===== src/rtl/ex_pipe_stage.sv =====
// Execute stage: ALU with MEM/WB operand forwarding, iterative shift-add multiplier,
// and a registered EX/MEM output held under valid/ready backpressure.
module ex_pipe_stage #(
   parameter int DATA_W = 32,
   parameter int REG_AW = 5
) (
   input  logic              clk,
   input  logic              reset,
   input  logic              in_valid,
   output logic              in_ready,
   input  logic [DATA_W-1:0] rs_data,
   input  logic [DATA_W-1:0] rt_data,
   input  logic [DATA_W-1:0] imm,
   input  logic [DATA_W-1:0] pc_plus4,
   input  logic [REG_AW-1:0] rs_addr,
   input  logic [REG_AW-1:0] rt_addr,
   input  logic [REG_AW-1:0] rd_addr,
   input  logic [1:0]        alu_op,
   input  logic              alu_src,
   input  logic              reg_dst,
   input  logic              reg_write,
   input  logic              fwd_mem_we,
   input  logic              fwd_wb_we,
   input  logic [REG_AW-1:0] fwd_mem_addr,
   input  logic [REG_AW-1:0] fwd_wb_addr,
   input  logic [DATA_W-1:0] fwd_mem_data,
   input  logic [DATA_W-1:0] fwd_wb_data,
   output logic              out_valid,
   input  logic              out_ready,
   output logic [DATA_W-1:0] out_result,
   output logic              out_zero,
   output logic [DATA_W-1:0] out_branch_target,
   output logic [REG_AW-1:0] out_write_reg,
   output logic              out_reg_write,
   output logic [DATA_W-1:0] out_rt_data
);

   localparam int              CNT_W    = $clog2(DATA_W);
   localparam logic [CNT_W-1:0] CNT_LAST = CNT_W'(DATA_W - 1);
   localparam logic [CNT_W-1:0] CNT_ONE  = CNT_W'(1);
   localparam logic [5:0] F_ADD = 6'b100000;
   localparam logic [5:0] F_SUB = 6'b100010;
   localparam logic [5:0] F_AND = 6'b100100;
   localparam logic [5:0] F_OR  = 6'b100101;
   localparam logic [5:0] F_SLT = 6'b101010;
   localparam logic [5:0] F_MUL = 6'b011000;

   typedef enum logic [1:0] {
      S_IDLE = 2'd0,
      S_MUL  = 2'd1,
      S_HOLD = 2'd2
   } state_t;

   state_t state_q, state_d;

   logic              accept_s, is_mul_s, mul_done_s, in_ready_s, alu_we_s;
   logic [DATA_W-1:0] op_a_s, op_b_s, fwd_rt_s, alu_res_s, target_s, prod_s;
   logic [REG_AW-1:0] wreg_s;

   logic [CNT_W-1:0]  cnt_q;
   logic [DATA_W-1:0] mcand_q, mplier_q, acc_q;
   logic [DATA_W-1:0] pend_target_q, pend_rt_q;
   logic [REG_AW-1:0] pend_wreg_q;
   logic              pend_rwe_q;

   logic              out_valid_q, out_zero_q, out_rwe_q;
   logic [DATA_W-1:0] out_result_q, out_target_q, out_rt_q;
   logic [REG_AW-1:0] out_wreg_q;

   // Register 0 never forwards; MEM wins over WB when both match.
   function automatic logic [DATA_W-1:0] fwd_pick(
      input logic [REG_AW-1:0] src,
      input logic [DATA_W-1:0] rf_val,
      input logic              mem_we,
      input logic [REG_AW-1:0] mem_addr,
      input logic [DATA_W-1:0] mem_val,
      input logic              wb_we,
      input logic [REG_AW-1:0] wb_addr,
      input logic [DATA_W-1:0] wb_val
   );
      logic [DATA_W-1:0] v;
      if (src == '0)                        v = rf_val;
      else if (mem_we && (mem_addr == src)) v = mem_val;
      else if (wb_we && (wb_addr == src))   v = wb_val;
      else                                  v = rf_val;
      return v;
   endfunction

   assign op_a_s     = fwd_pick(rs_addr, rs_data, fwd_mem_we, fwd_mem_addr, fwd_mem_data,
                                fwd_wb_we, fwd_wb_addr, fwd_wb_data);
   assign fwd_rt_s   = fwd_pick(rt_addr, rt_data, fwd_mem_we, fwd_mem_addr, fwd_mem_data,
                                fwd_wb_we, fwd_wb_addr, fwd_wb_data);
   assign op_b_s     = alu_src ? imm : fwd_rt_s;
   assign is_mul_s   = (alu_op == 2'b10) && (imm[5:0] == F_MUL);
   assign accept_s   = in_valid && in_ready_s;
   assign mul_done_s = (state_q == S_MUL) && (cnt_q == CNT_LAST);
   assign target_s   = pc_plus4 + {imm[DATA_W-3:0], 2'b00};
   assign wreg_s     = reg_dst ? rd_addr : rt_addr;
   assign prod_s     = acc_q + (mplier_q[0] ? mcand_q : '0);

   // Single-cycle ALU; an unknown funct yields zero and suppresses the write.
   always_comb begin
      alu_res_s = '0;
      alu_we_s  = reg_write;
      case (alu_op)
         2'b00: alu_res_s = op_a_s + op_b_s;
         2'b01: alu_res_s = op_a_s - op_b_s;
         2'b11: alu_res_s = op_a_s | op_b_s;
         2'b10: begin
            case (imm[5:0])
               F_ADD:   alu_res_s = op_a_s + op_b_s;
               F_SUB:   alu_res_s = op_a_s - op_b_s;
               F_AND:   alu_res_s = op_a_s & op_b_s;
               F_OR:    alu_res_s = op_a_s | op_b_s;
               F_SLT:   alu_res_s = ($signed(op_a_s) < $signed(op_b_s)) ?
                                    {{(DATA_W-1){1'b0}}, 1'b1} : '0;
               F_MUL:   alu_res_s = '0;
               default: begin
                  alu_res_s = '0;
                  alu_we_s  = 1'b0;
               end
            endcase
         end
         default: alu_res_s = '0;
      endcase
   end

   // FSM state register.
   always_ff @(posedge clk or negedge reset) begin
      if (!reset) state_q <= S_IDLE;
      else        state_q <= state_d;
   end

   // FSM next-state logic.
   always_comb begin
      state_d = state_q;
      case (state_q)
         S_IDLE: begin
            if (accept_s) state_d = is_mul_s ? S_MUL : S_HOLD;
            else          state_d = S_IDLE;
         end
         S_MUL: begin
            if (cnt_q == CNT_LAST) state_d = S_HOLD;
            else                   state_d = S_MUL;
         end
         S_HOLD: begin
            if (out_ready && in_valid) state_d = is_mul_s ? S_MUL : S_HOLD;
            else if (out_ready)        state_d = S_IDLE;
            else                       state_d = S_HOLD;
         end
         default: state_d = S_IDLE;
      endcase
   end

   // FSM output: upstream ready.
   always_comb begin
      in_ready_s = 1'b0;
      if (reset && (state_q != S_MUL)) in_ready_s = (state_q == S_IDLE) || out_ready;
      else                             in_ready_s = 1'b0;
   end

   // Shift-add multiplier; operands and sideband are latched at acceptance.
   always_ff @(posedge clk or negedge reset) begin
      if (!reset) begin
         cnt_q         <= '0;
         mcand_q       <= '0;
         mplier_q      <= '0;
         acc_q         <= '0;
         pend_target_q <= '0;
         pend_rt_q     <= '0;
         pend_wreg_q   <= '0;
         pend_rwe_q    <= 1'b0;
      end else if (accept_s && is_mul_s) begin
         cnt_q         <= '0;
         mcand_q       <= op_a_s;
         mplier_q      <= op_b_s;
         acc_q         <= '0;
         pend_target_q <= target_s;
         pend_rt_q     <= fwd_rt_s;
         pend_wreg_q   <= wreg_s;
         pend_rwe_q    <= reg_write;
      end else if (state_q == S_MUL) begin
         cnt_q    <= cnt_q + CNT_ONE;
         mcand_q  <= {mcand_q[DATA_W-2:0], 1'b0};
         mplier_q <= {1'b0, mplier_q[DATA_W-1:1]};
         acc_q    <= prod_s;
      end
   end

   // EX/MEM output register: loads on accept or multiply completion, clears valid on pop.
   always_ff @(posedge clk or negedge reset) begin
      if (!reset) begin
         out_valid_q  <= 1'b0;
         out_result_q <= '0;
         out_zero_q   <= 1'b0;
         out_target_q <= '0;
         out_wreg_q   <= '0;
         out_rwe_q    <= 1'b0;
         out_rt_q     <= '0;
      end else if (accept_s && !is_mul_s) begin
         out_valid_q  <= 1'b1;
         out_result_q <= alu_res_s;
         out_zero_q   <= (alu_res_s == '0);
         out_target_q <= target_s;
         out_wreg_q   <= wreg_s;
         out_rwe_q    <= alu_we_s;
         out_rt_q     <= fwd_rt_s;
      end else if (accept_s) begin
         out_valid_q <= 1'b0;
      end else if (mul_done_s) begin
         out_valid_q  <= 1'b1;
         out_result_q <= prod_s;
         out_zero_q   <= (prod_s == '0);
         out_target_q <= pend_target_q;
         out_wreg_q   <= pend_wreg_q;
         out_rwe_q    <= pend_rwe_q;
         out_rt_q     <= pend_rt_q;
      end else if ((state_q == S_HOLD) && out_ready) begin
         out_valid_q <= 1'b0;
      end
   end

   assign in_ready          = in_ready_s;
   assign out_valid         = out_valid_q;
   assign out_result        = out_result_q;
   assign out_zero          = out_zero_q;
   assign out_branch_target = out_target_q;
   assign out_write_reg     = out_wreg_q;
   assign out_reg_write     = out_rwe_q;
   assign out_rt_data       = out_rt_q;

endmodule

===== config.mk =====
export PLATFORM = sky130hd
export DESIGN_NAME = ex_pipe_stage
export DESIGN_NICKNAME = d
export VERILOG_FILES = /design/src/rtl/ex_pipe_stage.sv
export SDC_FILE = /design/constraint.sdc
export NUM_CORES = 1
export LEC_CHECK = 0
export CAP_MARGIN = 20
export CORE_ASPECT_RATIO = 1.2
export CORE_UTILIZATION = 40
export DETAILED_ROUTE_END_ITERATION = 6
export PLACE_DENSITY_LB_ADDON = 0.15
export SKIP_LAST_GASP = 1
export SLEW_MARGIN = 20
export SYNTH_ARGS = -nofsm -noshare
export SYNTH_HDL_FRONTEND = slang
export SYNTH_SLANG_ARGS = --single-unit

===== constraint.sdc =====
create_clock -name clk -period 5.8 [get_ports clk]
set_clock_uncertainty 0.05 [all_clocks]
set_input_delay 1.16 -clock clk [delete_from_list [all_inputs] [get_ports clk]]
set_output_delay 1.16 -clock clk [all_outputs]
set_load 0.01 [all_outputs]

# Word level (Yosys, flattened, before mapping)
# Cells that the tools add are included.
# Widths: inputs -> output; s select.
# classes
add_sub_neg,5
order_cmp,1
eq_ne,18
n_mux,51
bitwise_logic,2
n_reduce_logical,25
# op_table
op,n
$mux 32,23
$pmux 32 s5,1
$pmux 32 s4,1
$add 32x32->32,3
$logic_not 32->1,2
$and 32x32->32,1
$lt 32x32->1,1
$or 32x32->32,1
$sub 32x32->32,1
$eq 6x6->1 const B,5
$mux 5,6
$eq 5x5->1,4
$mux 1,14
$logic_and 1x1->1,12
$logic_not 5->1,2
$mux 2,5
$eq 2x2->1 const B,3
$eq 6x5->1 const B,1
$pmux 2 s3,1
$reduce_or 6->1,1
$add 5x1->5 const B,1
$eq 5x5->1 const B,1
$eq 2x1->1 const B,2
$logic_not 2->1,2
6 further kinds,8
# word_totals
register_bits,277
in_bits,228

# Depth between registers and ports, before layout
# Gate-level depths: netlist of run 1.
# logic_depth
depth_word,12
depth_mapped,33
ltp_nobuf,27

# Least setup slack after synthesis of run 1
# No wires, ideal clock.
# synth_timing
path_kind,in2reg
from,input port rt_addr[0]
to,"register out_zero_q, in the netlist out_zero"
arrival_ns,6.765
required_time_ns,5.686
slack_ns,-1.079
stages,29
path_buffers,5
path_cell_list,buf_4 -> nand2b_1 -> nand3_1 -> or3_1 -> buf_2 -> buf_6 -> clkbuf_1 -> nand2_1 -> clkbuf_1 -> o22a_1 -> o22ai_1 -> nor2_1 -> a21oi_1 -> fa_1 -> and2_1 -> or2_2 -> o32ai_1 -> o32ai_2 -> o21ai_2 -> a211o_1 -> a211oi_2 -> o21ai_2 -> o311ai_4 -> xnor2_1 -> a221o_1 -> a2111oi_2 -> nand4b_1 -> nor4_2 -> a21o_1
# synth_between
elab_chain_len,12
word_cells_on_any_way,19
# synth_rtl
element,line_no,rtl
from (decl),16,"input logic [REG_AW-1:0] rt_addr,"
$eq 5x5->1,84,else if (wb_we && (wb_addr == src)) v = wb_val;
$logic_and 1x1->1,84,
$mux 32,84,
$mux 32,83,else if (mem_we && (mem_addr == src)) v = mem_val;
$mux 32 (*),82,if (src == '0) v = rf_val;
$mux 32 (*),93,assign op_b_s = alu_src ? imm : fwd_rt_s;
$lt 32x32->1,115,F_SLT: alu_res_s = ($signed(op_a_s) < $signed(op_b_s)) ?
$mux 1,115,
$pmux 32 s5,110,case (imm[5:0])
$pmux 32 s4 (*),105,case (alu_op)
$logic_not 32->1 (*),203,out_zero_q <= (alu_res_s == '0);
$mux 1 (*),200,end else if (accept_s && !is_mul_s) begin
to (signal assigned),203,
to (signal assigned),213,out_zero_q <= (prod_s == '0);
to (decl),66,"logic out_valid_q, out_zero_q, out_rwe_q;"
# Mark *: on every way between the ends. The rest lies on a longest branch, timed or not.
# A chain may end at the register's enable or synchronous reset.

# Final worst setup path of run 1
# layout_timing
from,input port rt_addr[3]
to,"register out_zero_q, in the netlist out_zero"
# Same word-level chain as after synthesis.

==> results of run 1 <==
## worst min-delay path by stage
stage | cells past startpoint | from | end | slack, ns
CTS | 1 | reset | acc_q[22]$_DFFE_PN0P_ | 0.25
finish | 1 | reset | acc_q[22]$_DFFE_PN0P_ | 0.26
global placement | 2 | pend_target_q[26]$_DFFE_PN0P_ | pend_target_q[26]$_DFFE_PN0P_ | 0.41
global route | 1 | reset | acc_q[22]$_DFFE_PN0P_ | 0.26
floorplan | 2 | pend_target_q[0]$_DFFE_PN0P_ | pend_target_q[0]$_DFFE_PN0P_ | 0.40
detailed placement | 2 | pend_target_q[25]$_DFFE_PN0P_ | pend_target_q[25]$_DFFE_PN0P_ | 0.41
## what timing repair did
item,CTS,global route
buffers inserted,26,13
endpoints found under the setup margin,20,13
gates cloned,0,0
hold endpoints to repair,0,0
resized for setup,144,66
pin swaps,58,46
## cells in the final DEF, fill, tap and decap left out, drive strengths merged, types with 38 or more instances in the layout
| cell | n |
|---|---|
| o21ai | 291 |
| a31oi | 59 |
| xnor2 | 61 |
| inv | 137 |
| nand3 | 71 |
| nand2 | 433 |
| a22oi | 60 |
| nor3 | 49 |
| clkbuf | 38 |
| clkdlybuf4s50 | 310 |
| and2 | 51 |
| a21oi | 197 |
| ha | 140 |
| a21o | 42 |
| and3 | 80 |
| dfrtp | 277 |
| nor2 | 215 |
| buf | 698 |
| xor2 | 39 |
| o22ai | 58 |
## logic make-up (layout without fill, tap and decap cells)
| group | after synthesis | count (layout) | share of synthesized area |
|---|---|---|---|
| adders and majority gates | 144 | 144 | 0.08150 |
| AOI/OAI and AO/OA | 995 | 995 | 0.2886 |
| and+or+nand+nor | 1058 | 1058 | 0.2213 |
| other | 0 | 3 | 0 |
| DFF | 277 | 277 | 0.3084 |
| buffers and inverters | 304 | 1211 | 0.05160 |
| xor gates and xnor gates | 100 | 100 | 0.03897 |
| muxes | 21 | 21 | 0.009630 |
## layer usage
layer  GRT usage  vias up  part of all wire
met5           0        -           0.00080
met1      0.4605    13100              0.38
met2      0.6559     1188              0.47
met4      0.2247       14             0.065
li1            -    12300                 -
met3     0.07731      311             0.077
## cell type report
type / count / area share
repair buffers: 1019 / 0.2587
inverters: 134 / 0.01514
clock inverters: 22 / 0.008398
multi-input cells: 2318 / 0.4569
flip-flops and latches: 277 / 0.2086
well taps: 720 / 0.02711
diodes: 3 / 0.0002259
clock buffers: 36 / 0.02482
## critical path: cells and delay by family
| kind | cells | cell delay (ns) |
|---|---|---|
| compound gates | 11 | 2.29 |
| simple gates | 11 | 1.67 |
| buf+inv | 7 | 0.84 |
| fa+ha+maj | 2 | 0.42 |
| xor+xnor | 1 | 0.14 |
## power breakdown
group,switching [mW],internal [mW],total [mW]
Combinational,1.74,1.64,3.37
Sequential,0.178,2.14,2.31
Clock,0.936,1.25,2.19
## through the flow
| step | area [sq um] | utilization | hold WS (ns) | power [mW] |
|---|---|---|---|---|
| after global placement | 31130 | 0.5643 | 0.4068 | 5.463 |
| after global routing | 33230 | 0.6023 | 0.2611 | 8.186 |
| after detailed placement | 31130 | 0.5643 | 0.4121 | 5.492 |
| after floorplan | 22580 | - | 0.3955 | 3.646 |
| after CTS | 32830 | 0.5952 | 0.2462 | 7.767 |
| final | 33230 | 0.6023 | 0.2619 | 7.873 |
==> flow_summary_export.csv, run 1 <==
group,metric,value,unit
status,status,"finished with violations",
status,violations,"DRC, setup timing",
setup_path,path_max_fanout,4,
setup_path,cp-end-kind,"flip-flop",
die,row_count,94,
clocking,clkTransAtPathRegs,0.07,ns
setup_path,crit_top_cell,"buf_4",
routing,final_antenna_net_count,0,
logic_synthesis,synth_top_cells_by_count,"nand2_1 (433), o21ai_0 (282), dfrtp_1 (277)",
logic_synthesis,syn_area,22480,sq um
timing,rsz0062_at_grt,"yes",
flow_run,max-cap-violations,0,
setup_path,slowest_stage,"o32ai_4",
routing,routed_wl,114100,microns
power_and_ir_drop,vdd_drop_max,0.2758,mV
setup_path,rr_worst_depth,21,
timing,slew_violations,0,
final_layout,fillerInstances,5002,
timing,relSlewSlack,0.3544,
min_path,min_path_type,"input port to async pin",
timing,tns,-0.3682,ns
die,dieArea,57150,sq um
grt,grt_antenna_before_repair,13,
placed_design,place_hpwl,90730,microns
final_layout,drive_gt1_frac,0.2430,
logic_synthesis,yosysMostFrequentCell,"nand2_1",
timing,worstMarginPinSlew,0.9683,ns
setup_path,rrSetupSlack,0.01,ns
placed_design,place_inst,4434,
final_layout,fin_cells,4529,
final_layout,fin_nets,4153,
setup_path,rr_endpoint,"out_zero$_DFFE_PN0P_",
routing,firstDrtPassIters,7,
setup_path,r2r-start,"mcand_q[0]$_DFFE_PN0P_",
clocking,cts_tree,"yes",
power_and_ir_drop,leakage,15.41,nW
routing,drcViolationCount,2,
setup_path,critPathKind,"input port to flip-flop",
logic_synthesis,synth_ff_type,"dfrtp_1",
clocking,clk_latency,0.63,ns
routing,drt_iter0_markers,2348,
logic_synthesis,avgSynthCellArea,7.753,sq um
routing,post_drt_wl_per_cell,25.19,microns
grt,grt_overflow,0,
logic_synthesis,synth_cell_types,101,
logic_synthesis,ys_ff_latch,277,
logic_synthesis,synth_largest_area_cell,"dfrtp_1",
logic_synthesis,yosys_warnings,0,
final_layout,seqCellArea,6932,sq um
setup_path,critPathMaxStageDelay,0.36,ns
setup_path,critical_path.endpoint,"out_zero$_DFFE_PN0P_",
clocking,numCtsBuffers,31,
grt,grt_pass1_wl,167500,microns
die,core_area,55160,sq um
placed_design,numPortBuffers,332,
logic_synthesis,synthArstFlopShare,1.000,
setup_path,critical_path.startpoint,"rt_addr[3]",
die,die_y,261.7,microns
logic_synthesis,syn_nets,3271,
setup_path,worstSetupStartpointType,"input port",
grt,grt_max_degree,138,
grt,track_usage,0.3893,
clocking,cts_max_level,1,
logic_synthesis,seq_area_frac_synth,0.3084,
power_and_ir_drop,power.density,237.0,nW/um^2
clocking,cts-root-buf,"clkbuf_16",
setup_path,cp.required,6.32,ns
logic_synthesis,synth_cells,2899,
timing,min_period_over_period,1.037,
placed_design,gp_congestion,1.029,
logic_synthesis,synthTopCellsByArea,"dfrtp_1 (31%), ha_1 (7.8%), nand2_1 (7.2%)",
timing,final-setup-viol-count,3,
logic_synthesis,synth_top_area_share,0.3084,
routing,vias,26910,
placed_design,pre_cts_ws,-1.636,ns
die,die_x,218.4,microns
die,initial_core_util,0.4075,
clocking,clock-sinks,277,
timing,hold_viol,0,
setup_path,arrival,6.54,ns
timing,setup_ws,-0.2142,ns
grt,grt_pass1_vias,27020,
final_layout,multi_input_area,15180,sq um
final_layout,syn2layout_area_growth,47.82,%
logic_synthesis,synth-edff-count,0,
clocking,hold_buffers,0,
clocking,cts_buffer_depth,3,
timing,max_freq,166.3,MHz
timing,min_period,6.014,ns
die,io_pins,333,
routing,viasPerCell,5.943,
(Power assumes the default switching activity.)
==> inputs of run 2 (changes only) <==
--- a/config.mk
+++ b/config.mk
@@ -7,7 +7,8 @@
 export LEC_CHECK = 0
 export CAP_MARGIN = 20
 export CORE_ASPECT_RATIO = 1.2
-export CORE_UTILIZATION = 40
+export CORE_UTILIZATION = 50
+export CTS_CLUSTER_SIZE = 40
 export DETAILED_ROUTE_END_ITERATION = 6
 export PLACE_DENSITY_LB_ADDON = 0.15
 export SKIP_LAST_GASP = 1
==> run 2 against run 1 <==
- the flow still finishes with violations (DRC, setup timing)
- clock power fell by 9.6%
- core utilization is 13 points higher
- critical path type unchanged
- sequential cell count did not move
- first-iteration DRC count rose by 14%
==> flow_summary_export.csv, run 2 (synthesis gave the netlist of run 1 again) <==
group,metric,value,unit
placed_design,gp_congestion,1.075,
routing,drcViolationCount,38,
die,row_count,84,
routing,drt_iter0_markers,2682,
final_layout,syn2layout_area_growth,42.79,%
flow_run,max-cap-violations,0,
clocking,cts_max_level,1,
final_layout,fin_cells,4290,
grt,grt_max_degree,130,
setup_path,critPathBufInv,4,
setup_path,cp.required,6.31,ns
setup_path,arrival,6.45,ns
grt,grt_antenna_before_repair,7,
placed_design,place_hpwl,83530,microns
clocking,numCtsBuffers,29,
timing,max_freq,168.3,MHz
timing,rsz0062_at_grt,"yes",
power_and_ir_drop,leakage,14.94,nW
final_layout,multi_input_area,15010,sq um
die,die_y,234.3,microns
status,violations,"DRC, setup timing",
clocking,clock-sinks,277,
final_layout,stdcell_area,32090,sq um
timing,relSlewSlack,0.3673,
setup_path,worstSetupStartpointType,"input port",
timing,timing.hold.ws,0.3507,ns
placed_design,pre_cts_ws,-1.634,ns
setup_path,cp-end-kind,"flip-flop",
final_layout,final_util,0.7288,
routing,routed_wl,107300,microns
die,io_pins,333,
setup_path,slowest_stage,"or3_4",
final_layout,fillerInstances,3427,
timing,tns,-0.1414,ns
routing,post_drt_wl_per_cell,25.02,microns
setup_path,path_delay_family,"compound AO/OA/AOI/OAI gates",
routing,viasPerCell,6.370,
status,status,"finished with violations",
routing,final_antenna_net_count,0,
clocking,cts_buffer_depth,3,
timing,final-setup-viol-count,1,
setup_path,path_max_fanout,16,
power_and_ir_drop,vdd_drop_max,0.2402,mV
setup_path,critPathMaxStageDelay,0.45,ns
clocking,clk_latency,0.62,ns
clocking,clkTransAtPathRegs,0.06,ns
routing,firstDrtPassIters,7,
placed_design,numPortBuffers,332,
die,die_x,195.6,microns
final_layout,fin_nets,4078,
grt,track_usage,0.4573,
final_layout,most-common-layout-cells,"buf_4 (608), nand2_1 (429), clkdlybuf4s50_1 (310)",
die,dieArea,45810,sq um
final_layout,final_common_cell,"buf_4",
final_layout,drive_gt1_frac,0.2199,
die,initial_core_util,0.5104,
final_layout,seqCellArea,6932,sq um
timing,slew_violations,0,
setup_path,critPathKind,"input port to flip-flop",
setup_path,rrSetupSlack,0.09,ns
clocking,hold_buffers,0,
grt,grt_overflow,0,
timing,min_period,5.941,ns
routing,vias,27330,
setup_path,crit_top_cell,"buf_4",
grt,grt_pass1_wl,158400,microns
placed_design,dpl_cell_area,30340,sq um
grt,grt_pass1_vias,27010,
power_and_ir_drop,finalPower,7.548,mW
die,core_area,44040,sq um
timing,worstMarginPinSlew,0.9491,ns
placed_design,place_inst,4202,
clocking,cts_tree,"yes",
timing,min_period_over_period,1.024,
min_path,min_path_type,"input port to async pin",
timing,hold_viol,0,
timing,setup_ws,-0.1414,ns
clocking,cts-root-buf,"clkbuf_16",
power_and_ir_drop,power.density,235.2,nW/um^2
-- run 2: cell count changes in the layout (fill, tap and decap cells not counted), sizes merged --
cell,delta
buf,-74
bufinv,-2
clkdlybuf4s15,-1
clkinv,-4
clkinvlp,-2
diode,+3
dlygate4sd2,+4
inv,-2
-- run 2: path summary, 6_finish.rpt --
kind / from / endpoint / cells past startpoint
max: fwd_mem_addr[1] / out_zero$_DFFE_PN0P_ / 26
min: reset / acc_q[25]$_DFFE_PN0P_ / 1
max reg2reg: mcand_q[0]$_DFFE_PN0P_ / out_zero$_DFFE_PN0P_ / 21
min reg2reg: pend_target_q[29]$_DFFE_PN0P_ / pend_target_q[29]$_DFFE_PN0P_ / 2
max in group asynchronous: reset / out_branch_target[7]$_DFFE_PN0P_ / 3
min in group clk: pend_target_q[29]$_DFFE_PN0P_ / pend_target_q[29]$_DFFE_PN0P_ / 2
-- run 2: where the power goes --
part / switching [mW] / internal, mW
Sequential: 0.197 / 2.14
Combinational: 1.67 / 1.57
Clock: 0.879 / 1.10
Total: 2.74 / 4.80
-- run 2: routing by layer --
| metal | GRT usage | wire length (microns) |
|---|---|---|
| met3 | 0.1083 | 11340 |
| met1 | 0.5199 | 38170 |
| met2 | 0.7501 | 48700 |
| met5 | 0 | 29 |
| met4 | 0.3462 | 9098 |
-- run 2: layout make-up --
type / instances / area share
clock buffers: 38 / 0.02460
diodes: 6 / 0.0004678
well taps: 559 / 0.02179
multi-input cells: 2318 / 0.4677
repair buffers: 946 / 0.2484
flip-flops and latches: 277 / 0.2160
inverters: 134 / 0.01567
clock inverters: 12 / 0.005419
-- run 2: what timing repair did --
action | in CTS | in global routing
setup buffers | 25 | 8
pin swaps | 53 | 19
gates resized for setup | 133 | 23
setup endpoints to repair | 19 | 10
